==> config.mk <==
export PLATFORM = sky130hd
export DESIGN_NAME = fetch_pc_unit_flat
export DESIGN_NICKNAME = d
export VERILOG_FILES = /design/src/rtl/fetch_pc_unit_if.sv /design/src/rtl/fetch_pc_unit.sv /design/src/flat_wrapper.sv
export SDC_FILE = /design/constraint.sdc
export NUM_CORES = 1
export LEC_CHECK = 0
export ABC_CLOCK_PERIOD_IN_PS = 1730
export CORE_UTILIZATION = 41
export DETAILED_ROUTE_END_ITERATION = 16
export PLACE_DENSITY = 0.83
export SLEW_MARGIN = 10
export SYNTH_ARGS = -nofsm -noshare
export SYNTH_HDL_FRONTEND = slang
export SYNTH_SLANG_ARGS = --single-unit
==> constraint.sdc <==
create_clock -name CLK -period 1.73 [get_ports CLK]
set_input_delay 0.2595 -clock CLK [delete_from_list [all_inputs] [get_ports CLK]]
set_output_delay 0.2595 -clock CLK [all_outputs]
set_load 0.01 [all_outputs]
==> src/rtl/fetch_pc_unit_if.sv <==
// rtl/fetch_pc_unit_if.sv - instruction-memory fetch bus between fetch_pc_unit and imem
//
// Purpose: groups the request/response signals of the dual-word imem fetch port.
// Signals:
//   imem_req      fetch request valid (driven by the fetch unit)
//   imem_addr     fetch address, word aligned (driven by the fetch unit)
//   imem_ready    imem returns both words this cycle (driven by imem)
//   imem_rdata_a  word at imem_addr (driven by imem)
//   imem_rdata_b  word at imem_addr+4 (driven by imem)
interface fetch_pc_unit_if;
  logic        imem_req;
  logic [31:0] imem_addr;
  logic        imem_ready;
  logic [31:0] imem_rdata_a;
  logic [31:0] imem_rdata_b;

  modport master (
    output imem_req,
    output imem_addr,
    input  imem_ready,
    input  imem_rdata_a,
    input  imem_rdata_b
  );

  modport slave (
    input  imem_req,
    input  imem_addr,
    output imem_ready,
    output imem_rdata_a,
    output imem_rdata_b
  );
endinterface

==> src/rtl/fetch_pc_unit.sv <==
// rtl/fetch_pc_unit.sv - dual-issue fetch-stage PC sequencer feeding the IF/ID registers
//
// Purpose: owns the fetch PC, issues dual-word imem fetches, loads IF/ID slot A (pc)
// and slot B (pc+4), handles imem latency (WAIT), hazard stalls and draining of a
// wrong-path request after a predictor flush (DRAIN).
// Ports:
//   CLK, RST            clock (rising edge), asynchronous active-low reset
//   imem                imem fetch bus (master side)
//   pc_f                current fetch PC to the predictor
//   pred_next_pc        predictor nextPC for the following fetch group
//   pred_a_taken        slot A predicted taken -> slot B becomes a NOP
//   a_dflush, b_dflush  predictor flush requests
//   stall_f             hazard stall: hold PC and IF/ID
//   instr_*_d, pc_*_d, valid_*_d   IF/ID slot registers
//   bubble_cnt          saturating count of IF/ID loads with no valid instruction
module fetch_pc_unit #(
  parameter logic [31:0] RESET_PC  = 32'h0000_0000,
  parameter logic [31:0] NOP_INSTR = 32'h0000_0000
) (
  input  logic                   CLK,
  input  logic                   RST,
  fetch_pc_unit_if.master        imem,
  output logic [31:0]            pc_f,
  input  logic [31:0]            pred_next_pc,
  input  logic                   pred_a_taken,
  input  logic                   a_dflush,
  input  logic                   b_dflush,
  input  logic                   stall_f,
  output logic [31:0]            instr_a_d,
  output logic [31:0]            instr_b_d,
  output logic [31:0]            pc_a_d,
  output logic [31:0]            pc_b_d,
  output logic                   valid_a_d,
  output logic                   valid_b_d,
  output logic [15:0]            bubble_cnt
);

  typedef enum logic [1:0] {S_FETCH, S_WAIT, S_DRAIN} state_e;

  state_e      state_q, state_d;
  logic [31:0] pc_q, pc_d;
  logic [31:0] redirect_q, redirect_d;
  logic [31:0] instr_a_q, instr_a_d_n;
  logic [31:0] instr_b_q, instr_b_d_n;
  logic [31:0] pc_a_q, pc_a_d_n;
  logic [31:0] pc_b_q, pc_b_d_n;
  logic        valid_a_q, valid_a_d_n;
  logic        valid_b_q, valid_b_d_n;
  logic [15:0] bubble_q, bubble_d;

  logic        flush;
  logic        req;
  logic        complete;
  logic        load_bubble;
  logic [31:0] next_pc_aligned;

  assign flush           = a_dflush | b_dflush;
  // DRAIN must keep its wrong-path request alive until imem answers, even under stall.
  assign req             = (state_q == S_DRAIN) | ~stall_f;
  assign complete        = req & imem.imem_ready;
  assign next_pc_aligned = {pred_next_pc[31:2], 2'b00};

  always_comb begin
    state_d     = state_q;
    pc_d        = pc_q;
    redirect_d  = redirect_q;
    instr_a_d_n = instr_a_q;
    instr_b_d_n = instr_b_q;
    pc_a_d_n    = pc_a_q;
    pc_b_d_n    = pc_b_q;
    valid_a_d_n = valid_a_q;
    valid_b_d_n = valid_b_q;
    load_bubble = 1'b0;

    if (flush) begin
      valid_a_d_n = 1'b0;
      valid_b_d_n = 1'b0;
      instr_a_d_n = NOP_INSTR;
      instr_b_d_n = NOP_INSTR;
      redirect_d  = next_pc_aligned;
      load_bubble = 1'b1;
      // Redirect immediately only if no request is left in flight at imem.
      if (complete || (state_q == S_FETCH && !req)) begin
        pc_d    = next_pc_aligned;
        state_d = S_FETCH;
      end else begin
        state_d = S_DRAIN;
      end
    end else if (state_q == S_DRAIN) begin
      valid_a_d_n = 1'b0;
      valid_b_d_n = 1'b0;
      load_bubble = 1'b1;
      if (imem.imem_ready) begin
        pc_d    = redirect_q;
        state_d = S_FETCH;
      end
    end else if (stall_f) begin
      // hold everything
    end else if (complete) begin
      pc_a_d_n    = pc_q;
      pc_b_d_n    = pc_q + 32'd4;
      instr_a_d_n = imem.imem_rdata_a;
      instr_b_d_n = pred_a_taken ? NOP_INSTR : imem.imem_rdata_b;
      valid_a_d_n = 1'b1;
      valid_b_d_n = ~pred_a_taken;
      pc_d        = next_pc_aligned;
      state_d     = S_FETCH;
    end else begin
      valid_a_d_n = 1'b0;
      valid_b_d_n = 1'b0;
      load_bubble = 1'b1;
      state_d     = S_WAIT;
    end

    bubble_d = (load_bubble && bubble_q != 16'hFFFF) ? bubble_q + 16'd1 : bubble_q;
  end

  always_ff @(posedge CLK or negedge RST) begin
    if (!RST) begin
      state_q    <= S_FETCH;
      pc_q       <= RESET_PC;
      redirect_q <= 32'h0;
      instr_a_q  <= NOP_INSTR;
      instr_b_q  <= NOP_INSTR;
      pc_a_q     <= 32'h0;
      pc_b_q     <= 32'h0;
      valid_a_q  <= 1'b0;
      valid_b_q  <= 1'b0;
      bubble_q   <= 16'h0;
    end else begin
      state_q    <= state_d;
      pc_q       <= pc_d;
      redirect_q <= redirect_d;
      instr_a_q  <= instr_a_d_n;
      instr_b_q  <= instr_b_d_n;
      pc_a_q     <= pc_a_d_n;
      pc_b_q     <= pc_b_d_n;
      valid_a_q  <= valid_a_d_n;
      valid_b_q  <= valid_b_d_n;
      bubble_q   <= bubble_d;
    end
  end

  assign pc_f           = pc_q;
  assign imem.imem_addr = pc_q;
  assign imem.imem_req  = req;
  assign instr_a_d      = instr_a_q;
  assign instr_b_d      = instr_b_q;
  assign pc_a_d         = pc_a_q;
  assign pc_b_d         = pc_b_q;
  assign valid_a_d      = valid_a_q;
  assign valid_b_d      = valid_b_q;
  assign bubble_cnt     = bubble_q;

endmodule

==> src/flat_wrapper.sv <==
// flat-port wrapper written by rule: the top's interface ports become plain ports
module fetch_pc_unit_flat 
#(
  parameter logic [31:0] RESET_PC  = 32'h0000_0000,
  parameter logic [31:0] NOP_INSTR = 32'h0000_0000
)
  (CLK, RST, pc_f, pred_next_pc, pred_a_taken, a_dflush, b_dflush, stall_f, instr_a_d, instr_b_d, pc_a_d, pc_b_d, valid_a_d, valid_b_d, bubble_cnt, imem_imem_req, imem_imem_addr, imem_imem_ready, imem_imem_rdata_a, imem_imem_rdata_b);
  fetch_pc_unit_if imem_i ();
  input  logic CLK;
  input  logic RST;
  output logic [31:0] pc_f;
  input  logic [31:0] pred_next_pc;
  input  logic pred_a_taken;
  input  logic a_dflush;
  input  logic b_dflush;
  input  logic stall_f;
  output logic [31:0] instr_a_d;
  output logic [31:0] instr_b_d;
  output logic [31:0] pc_a_d;
  output logic [31:0] pc_b_d;
  output logic valid_a_d;
  output logic valid_b_d;
  output logic [15:0] bubble_cnt;
  output wire logic [$bits(imem_i.imem_req)-1:0] imem_imem_req;
  output wire logic [$bits(imem_i.imem_addr)-1:0] imem_imem_addr;
  input wire logic [$bits(imem_i.imem_ready)-1:0] imem_imem_ready;
  input wire logic [$bits(imem_i.imem_rdata_a)-1:0] imem_imem_rdata_a;
  input wire logic [$bits(imem_i.imem_rdata_b)-1:0] imem_imem_rdata_b;
  assign imem_imem_req = imem_i.imem_req;
  assign imem_imem_addr = imem_i.imem_addr;
  assign imem_i.imem_ready = imem_imem_ready;
  assign imem_i.imem_rdata_a = imem_imem_rdata_a;
  assign imem_i.imem_rdata_b = imem_imem_rdata_b;
  fetch_pc_unit #(.RESET_PC(RESET_PC), .NOP_INSTR(NOP_INSTR)) u_core (.CLK(CLK), .RST(RST), .imem(imem_i), .pc_f(pc_f), .pred_next_pc(pred_next_pc), .pred_a_taken(pred_a_taken), .a_dflush(a_dflush), .b_dflush(b_dflush), .stall_f(stall_f), .instr_a_d(instr_a_d), .instr_b_d(instr_b_d), .pc_a_d(pc_a_d), .pc_b_d(pc_b_d), .valid_a_d(valid_a_d), .valid_b_d(valid_b_d), .bubble_cnt(bubble_cnt));
endmodule
==> results of run 1 <==
[state kept, by name, summed over array words and instances, names as in the netlist]
name / cells
u_core.pc_b_d: 30
u_core.valid_a_d: 1
u_core.bubble_cnt: 16
u_core.redirect_q: 30
u_core.instr_b_d: 32
u_core.imem.imem_addr: 30
u_core.instr_a_d: 32
u_core.pc_a_d: 30
u_core.state_q: 2
u_core.valid_b_d: 1
[routing by layer]
layer / global-route usage (%) / vias to the layer above
li1: - / 3349
met1: 26.9 / 3525
met2: 40.2 / 277
met3: 5.61 / 43
met4: 7.63 / 0
met5: 0 / -
[power breakdown]
part	total, W	switching (W)	leakage [nW]	internal, W
Clock	0.00506	0.00190	0.392	0.00315
Combinational	0.00425	0.00201	3.15	0.00225
Sequential	0.00599	0.000476	2.57	0.00552
[area by class of cell]
| type | count | area (sq um) |
|---|---|---|
| fillers | 1621 | 7610 |
| well taps | 275 | 344 |
| clock inverters | 8 | 133 |
| clock buffers | 32 | 669 |
| multi-input cells | 493 | 3250 |
| flip-flops and latches | 204 | 5110 |
| repair buffers | 396 | 3810 |
| diodes | 1 | 2.50 |
| inverters | 8 | 30.0 |
[how the worst max path moves through the flow]
stage                           endpoint  cells after the start
finish                        pc_b_d[31]                      1
global route           u_core.pc_b_d[31]                      7
CTS                        bubble_cnt[1]                      1
detailed placement     u_core.pc_b_d[19]                      6
global placement       u_core.pc_b_d[29]                      6
floorplan           u_core.bubble_cnt[1]                      4
[through the flow]
stage / hold WS (ps) / cells
after floorplan: -36.1 / 785
after global placement: 256 / 1362
after detailed placement: 255 / 1362
after CTS: 293 / 1416
after global routing: 316 / 1417
final: 294 / 1417
[cells by family (layout without fill, tap and decap cells)]
family,after synthesis,in the layout,synth area share (%)
flip-flops,204,204,58.3
AND/OR/NAND/NOR,244,244,12.9
multiplexers,63,63,7.68
buffers and inverters,88,444,5.78
other,1,9,0.0429
XOR/XNOR,40,40,4.00
adder cells (fa/ha/maj),2,2,0.286
AO/OA/AOI/OAI,136,136,11.0
[repair_timing]
item / in CTS / in global routing
hold endpoints to repair: 40 / 0
setup buffers: 13 / 0
endpoints found under the setup margin: 77 / 21
pin swaps: 0 / 1
hold buffers: 1 / 0
gates resized for setup: 79 / 19
[placed cells by master, fill, tap and decap left out, types with 7 or more instances in the layout]
cell type and n:
a21oi_1 31, a22o_1 64, buf_12 10, buf_4 81, clkbuf_16 23, clkbuf_8 7, clkdlybuf4s50_1 220, conb_1 8
dfrtp_1 196, dfrtp_2 8, dlygate4sd2_1 68, dlymetal6s2s_1 13, inv_1 8, mux2_2 32, mux2i_1 30, nand2_1 129
nand3_1 19, nand4_1 12, nor2_1 41, nor3_1 10, o21ai_0 21, o21ai_1 8, xnor2_1 18, xor2_1 22
==> metrics.txt, run 1 <==
Util after Layout 63.7%; Root Driver clkbuf_16; GPL Wtd Cong a little under 0.8; status finished, final reports clean; count of cell types in the netlist 47; Core ar. between 20000 and 25000 sq um; Synth Register Bits 204; vias in the first global route between 7000 and 8000; fraction of registers with async set/reset 100%; crit-path cells clkdlybuf4s50_1; YS warnings 0; fin crit share between 90 and 100%; r2r endpoint u_core.pc_b_d[22]; crit path DAT approximately 1400 ps; count leader, synth dfrtp_1; met1 WL 9910 um; setup ws final approximately 26 ps; reg2reg path depth 8; CP max stage delay 600 ps; clk_lat worst skew about 500 ps; initial drt markers 284; WS Path Type reg -> out; wire length on met2 between 10000 and 15000 um; Die W about 150 um; power after layout 0.0153 W; # IOs 314; synthesized area per cell between 10 and 15 sq um; Crit. Startpoint u_core.pc_b_d[31]; DP HPWL ~18000 um; GRT Total Usage 22.7%; most instantiated cells after synthesis 204 x dfrtp_1, 129 x nand2_1, 64 x a22o_1; setup slack at placement -257 ps; die area roughly 22000 sq um; CP endpoint kind output port; top routing layer used met4; first-pass GRT wire length 39200 um; Num CTS Buffers 23; fmax 587 MHz; Post-synth EDFFs 0; CTS tree built; VDD IR max roughly 760 uV; Cells after Synth between 700 and 800; initial antenna violation count 1; Synth top area share between 50 and 60%; mapped cell area a little under 9000 sq um; Port Buffers 303; Row Count 53; final setup violation count 0; Final Skew between 15 and 20 ps; Clock Tree Buf Depth 3; final hold vios 0; met3 wire length ~2000 um; Critical Path RT ~1500 ps; sequential share of the synthesized area 58.3%; CTS clk-pin slew, worst paths roughly 60 ps; Final nets roughly 1200; routed len/inst 18.0 um; slowest CP cell clkdlybuf4s50_1; Die H between 100 and 150 um; P&R area growth vs syn 52.5%; DRC 0; cell taking the most area after synthesis dfrtp_1; gr ovfl total 0; drt via density 5.08; CP top delay family buffers and inverters; internal reg-to-reg setup slack ~70 ps; worst hold path class in -> async; layout cells sized above 1 between 15 and 20%; synth top area cells dfrtp_1 58%, a22o_1 6.4%, nand2_1 5.5%, mux2_2 4.1%, mux2i_1 3.4%; Power Density 1150 nW/um^2; Initial Util approximately two fifths; H-tree levels 1; worst flop-to-flop path startpoint u_core.imem.imem_addr[2]; worst path bufs/invs 1; DP Area around 12000 sq um; crit start category flip-flop; Sinks on Clock Net between 200 and 250; Slew Viols, Final 0; WL final around 25000 um; RSZ-0062 raised after global routing true; crit path max fanout 2; Leak Pwr 6.10 nW; vias about 7200; setup tns final 0 ps; top_reg_cell synth dfrtp_1; Antenna Nets Post-Route 0; Post-Layout Inst Area approximately 13000 sq um; First-pass DRT Iterations 4; min Tclk post-route approximately 1700 ps; max_cap viols 0; largest net degree at the start of global routing between 50 and 60
Note: power is estimated with default switching activity, not from simulation.
==> run 2, diff against run 1 <==
CORE_MARGIN = 4   (was unset)
==> metrics.txt, run 2 (synthesis gave the netlist of run 1 again) <==
GPL Wtd Cong around 0.94; final setup violation count 0; WS Path Type reg -> out; register area about 5100 sq um; Power Density ~1100 nW/um^2; RSZ-0062 raised after global routing true; Antenna Nets Post-Route 0; DRC 0; DP HPWL between 15000 and 20000 um; Critical Path RT about 1500 ps; diode count 0; CTS clk-pin slew, worst paths around 60 ps; GRT Total Usage 21.9%; die area roughly 24000 sq um; crit path max fanout 2; initial antenna violation count 0; min Tclk post-route between 1500 and 2000 ps; fin crit share about 100%; status finished, final reports clean; setup tns final 0 ps; layout cells sized above 1 ~18%; most frequent cells in the layout 208 x clkdlybuf4s50_1, 200 x dfrtp_1, 129 x nand2_1, 81 x buf_4, 78 x dlygate4sd2_1; gr ovfl total 0; DP Area 12500 sq um; placed insts 1364; final hold vios 0; Final Skew between 10 and 15 ps; commonest non-fill, non-tap cell in the layout clkdlybuf4s50_1; crit path DAT ~1400 ps; clk_lat worst skew roughly 500 ps; crit start category flip-flop; Port Buffers about 300; CP endpoint kind output port; Root Driver clkbuf_16; vias 7352; CP top delay family buffers and inverters; Rel. slew slack roughly 65%; vias in the first global route approximately 7600; drt via density 5.17; routed len/inst approximately 19 um; Final nets 1238; Initial Util between 40% and 50%; Slew Viols, Final 0; Row Count 53; largest net degree at the start of global routing 70; Num CTS Buffers 22; Core ar. approximately 21000 sq um; # IOs between 300 and 400; P&R area growth vs syn 53.7%; first-pass GRT wire length approximately 42000 um; Die H approximately 150 um; fmax between 500 and 600 MHz; Tightest Pin Transition 521 ps; max_cap viols 0; initial drt markers 360; Clock Tree Buf Depth 3; fillers 1615; First-pass DRT Iterations 5; CTS tree built; worst hold path class in -> async; Post-Layout Inst Area between 10000 and 15000 sq um; Leak Pwr roughly 6.2 nW; H-tree levels 1; WL final approximately 27000 um; post-route insts no fill 1421; Sinks on Clock Net approximately 200; worst path bufs/invs 1; crit-path cells clkdlybuf4s50_1; slowest CP cell clkdlybuf4s50_1; Multi-input gate area 3280 sq um; CP max stage delay 570 ps; VDD IR max 887 uV; Die W 154 um
run 2: worst paths after layout:
path                                       end                      start  slack (ps)  cells after the start
max reg2reg                  u_core.pc_b_d[31]  u_core.imem.imem_addr[12]          50                      6
max                                 pc_b_d[21]          u_core.pc_b_d[21]          30                      1
min reg2reg                  u_core.pc_a_d[27]          u_core.pc_a_d[27]         470                      2
min in group CLK           u_core.instr_a_d[1]       imem_imem_rdata_a[1]         360                      2
max in group asynchronous     u_core.pc_a_d[9]                        RST         750                      3
min                        u_core.instr_b_d[0]                        RST         310                      2
run 2: final cells by class:
class	count	share of cell area, %
clock buffer	31	5.02
clock inverter	6	0.409
inverter	8	0.223
multi-input combinational	493	24.4
sequential	204	38.0
tap	275	2.56
timing repair buffer	404	29.4
run 2: power breakdown:
group          internal (W)  total (W)  switching, W
combinational       0.00227    0.00437       0.00210
sequential          0.00551    0.00597      0.000465
clock               0.00285    0.00472       0.00187
run 2: metrics by stage:
stage | setup WS, ps | hold slack (ps) | utilization (%) | power [W]
3_5_place_dp | -291 | 274 | 59.6 | 0.0105
2_1_floorplan | 4.58 | -36.1 | - | 0.00784
3_3_place_gp | -251 | 268 | 59.6 | 0.0104
6_report | 26.3 | 309 | 64.0 | 0.0151
5_1_grt | -57.4 | 336 | 64.0 | 0.0158
4_1_cts | 0.462 | 321 | 62.9 | 0.0151
run 2: metal layers:
layer | part of all wire [%] | routed length, um | track usage, % | up-vias
met5 | 0 | 0 | 0 | -
met4 | 4.2 | 1140 | 7.57 | 0
met3 | 7.1 | 1920 | 5.01 | 73
met2 | 50 | 13400 | 37.5 | 329
met1 | 39 | 10600 | 27.4 | 3597
li1 | - | - | - | 3353
run 2: timing repair:
action / 4_1_cts / 5_1_grt
pin swaps: 1 / 7
hold buffers: 1 / 0
gates resized for setup: 85 / 29
gates cloned: 0 / 3
endpoints found under the hold margin: 46 / 0
endpoints found under the setup margin: 82 / 37
setup buffers: 6 / 10
==> run 3, diff against run 2 <==
CORE_UTILIZATION = 30   (was 41)
PLACE_DENSITY = 0.66   (was 0.83)
==> metrics.txt, run 3 (synthesis gave the netlist of run 1 again) <==
status finished, final reports clean; vias in the first global route 7116; gr ovfl total 0; CP max stage delay 570 ps; WL final 26700 um; fin crit share 97.9%; crit path max fanout 2; crit path DAT about 1400 ps; commonest non-fill, non-tap cell in the layout dfrtp_1; internal reg-to-reg setup slack 50 ps; Reg power frac roughly two fifths; Initial Util slightly above 30%; CTS clk-pin slew, worst paths 60 ps; Die W ~180 um; Final Skew between 10 and 15 ps; First-pass DRT Iterations 7; Critical Path RT 1470 ps; Sinks on Clock Net around 200; post-route insts no fill ~1500; Leak Pwr between 6 and 7 nW; GRT Total Usage between 15 and 20%; slowest CP cell clkdlybuf4s50_1; reg2reg path depth 5; power after layout around 0.015 W; GPL Wtd Cong 0.777; Die H around 180 um; Clock Tree Buf Depth 3; H-tree levels 1; drt via density roughly 4.6; Comb power frac around 28%; setup slack at placement -240 ps; Row Count a little over 60; Slew Viols, Final 0; vias 7047; DRC 0; Clock power frac about a third; min Tclk post-route ~1700 ps; clk_lat worst skew roughly 500 ps; routed len/inst ~17 um; crit-path cells clkdlybuf4s50_1; worst hold path class in -> async; Core ar. around 29000 sq um; VDD IR max approximately 700 uV; Final nets roughly 1200; CP endpoint kind output port; Util after Layout 47.3%; register area about 5100 sq um; max_cap viols 0; CTS tree built; P&R area growth vs syn 55.1%; Antenna Nets Post-Route 0; first-pass GRT wire length 40300 um; die area 32000 sq um; Num CTS Buffers 23; Int Pwr around 0.010 W; worst path bufs/invs 1; fillers around 2600; initial drt markers between 200 and 300; # IOs 314; r2r endpoint u_core.bubble_cnt[1]; tightest hold margin 288 ps; Switching Fraction 29.6%; CP top delay family buffers and inverters; layout cells sized above 1 17.5%; placed insts about 1500; fmax around 600 MHz; largest net degree at the start of global routing 72; crit start category flip-flop; final hold vios 0; Root Driver clkbuf_16; most frequent cells in the layout 199 x dfrtp_1, 193 x clkdlybuf4s50_1, 129 x nand2_1, 82 x dlygate4sd2_1, 76 x buf_4; Switching Power around 0.0044 W; WS Path Type reg -> out; Port Buffers just over 300; Multi-input gate area roughly 3300 sq um; setup ws final about 36 ps; initial antenna violation count 1; RSZ-0062 raised after global routing true; Power Density 1100 nW/um^2; DP HPWL 19200 um; worst flop-to-flop path startpoint u_core.bubble_cnt[1]; final setup violation count 0
-- run 3: timing repair --
item | in CTS | in global routing
gates resized for setup | 93 | 42
setup buffers | 5 | 5
setup endpoints to repair | 87 | 41
pin swaps | 0 | 8
endpoints found under the hold margin | 43 | 0
hold buffers | 1 | 0
-- run 3: power groups by stage --
stage          Sequential [W]  Combinational (W)  Clock, W
2_1_floorplan         0.00649            0.00136         0
3_3_place_gp          0.00604            0.00442         0
3_5_place_dp          0.00607            0.00446         0
4_1_cts               0.00597            0.00428   0.00485
5_1_grt               0.00606            0.00459   0.00506
6_report              0.00597            0.00424   0.00469
-- run 3: per-layer routing --
metal | part of all wire [%] | GRT usage (%) | up-vias
met5 | 0 | 0 | -
met4 | 2.6 | 3.81 | 0
met3 | 7.9 | 4.43 | 36
met2 | 48 | 26.7 | 239
met1 | 42 | 20.0 | 3416
li1 | - | - | 3356
-- run 3: area by class of cell --
cell class | instances | area share [%]
diodes | 1 | 0.0184
clock buffers | 35 | 5.16
repair buffers | 399 | 28.9
flip-flops and latches | 204 | 37.7
inverters | 8 | 0.221
well taps | 384 | 3.54
clock inverters | 4 | 0.184
multi-input cells | 493 | 24.3
-- run 3: how the worst max path moves through the flow --
stage / start / to / slack (ps) / cells after the start
after floorplan: u_core.bubble_cnt[6] / u_core.bubble_cnt[1] / 5 / 4
after global placement: b_dflush / u_core.instr_a_d[28] / -230 / 6
after detailed placement: a_dflush / u_core.bubble_cnt[12] / -240 / 7
after CTS: u_core.imem.imem_addr[31] / pc_f[31] / 2 / 1
after global routing: u_core.imem.imem_addr[10] / u_core.pc_b_d[31] / -20 / 6
final: u_core.pc_b_d[28] / pc_b_d[28] / 40 / 1
-- run 3: through the flow --
stage          cell area (sq um)  TNS (ps)
2_1_floorplan               8800         0
6_report                   13600         0
3_3_place_gp               12700    -28470
5_1_grt                    13600     -33.8
3_5_place_dp               12700    -26150
4_1_cts                    13400         0
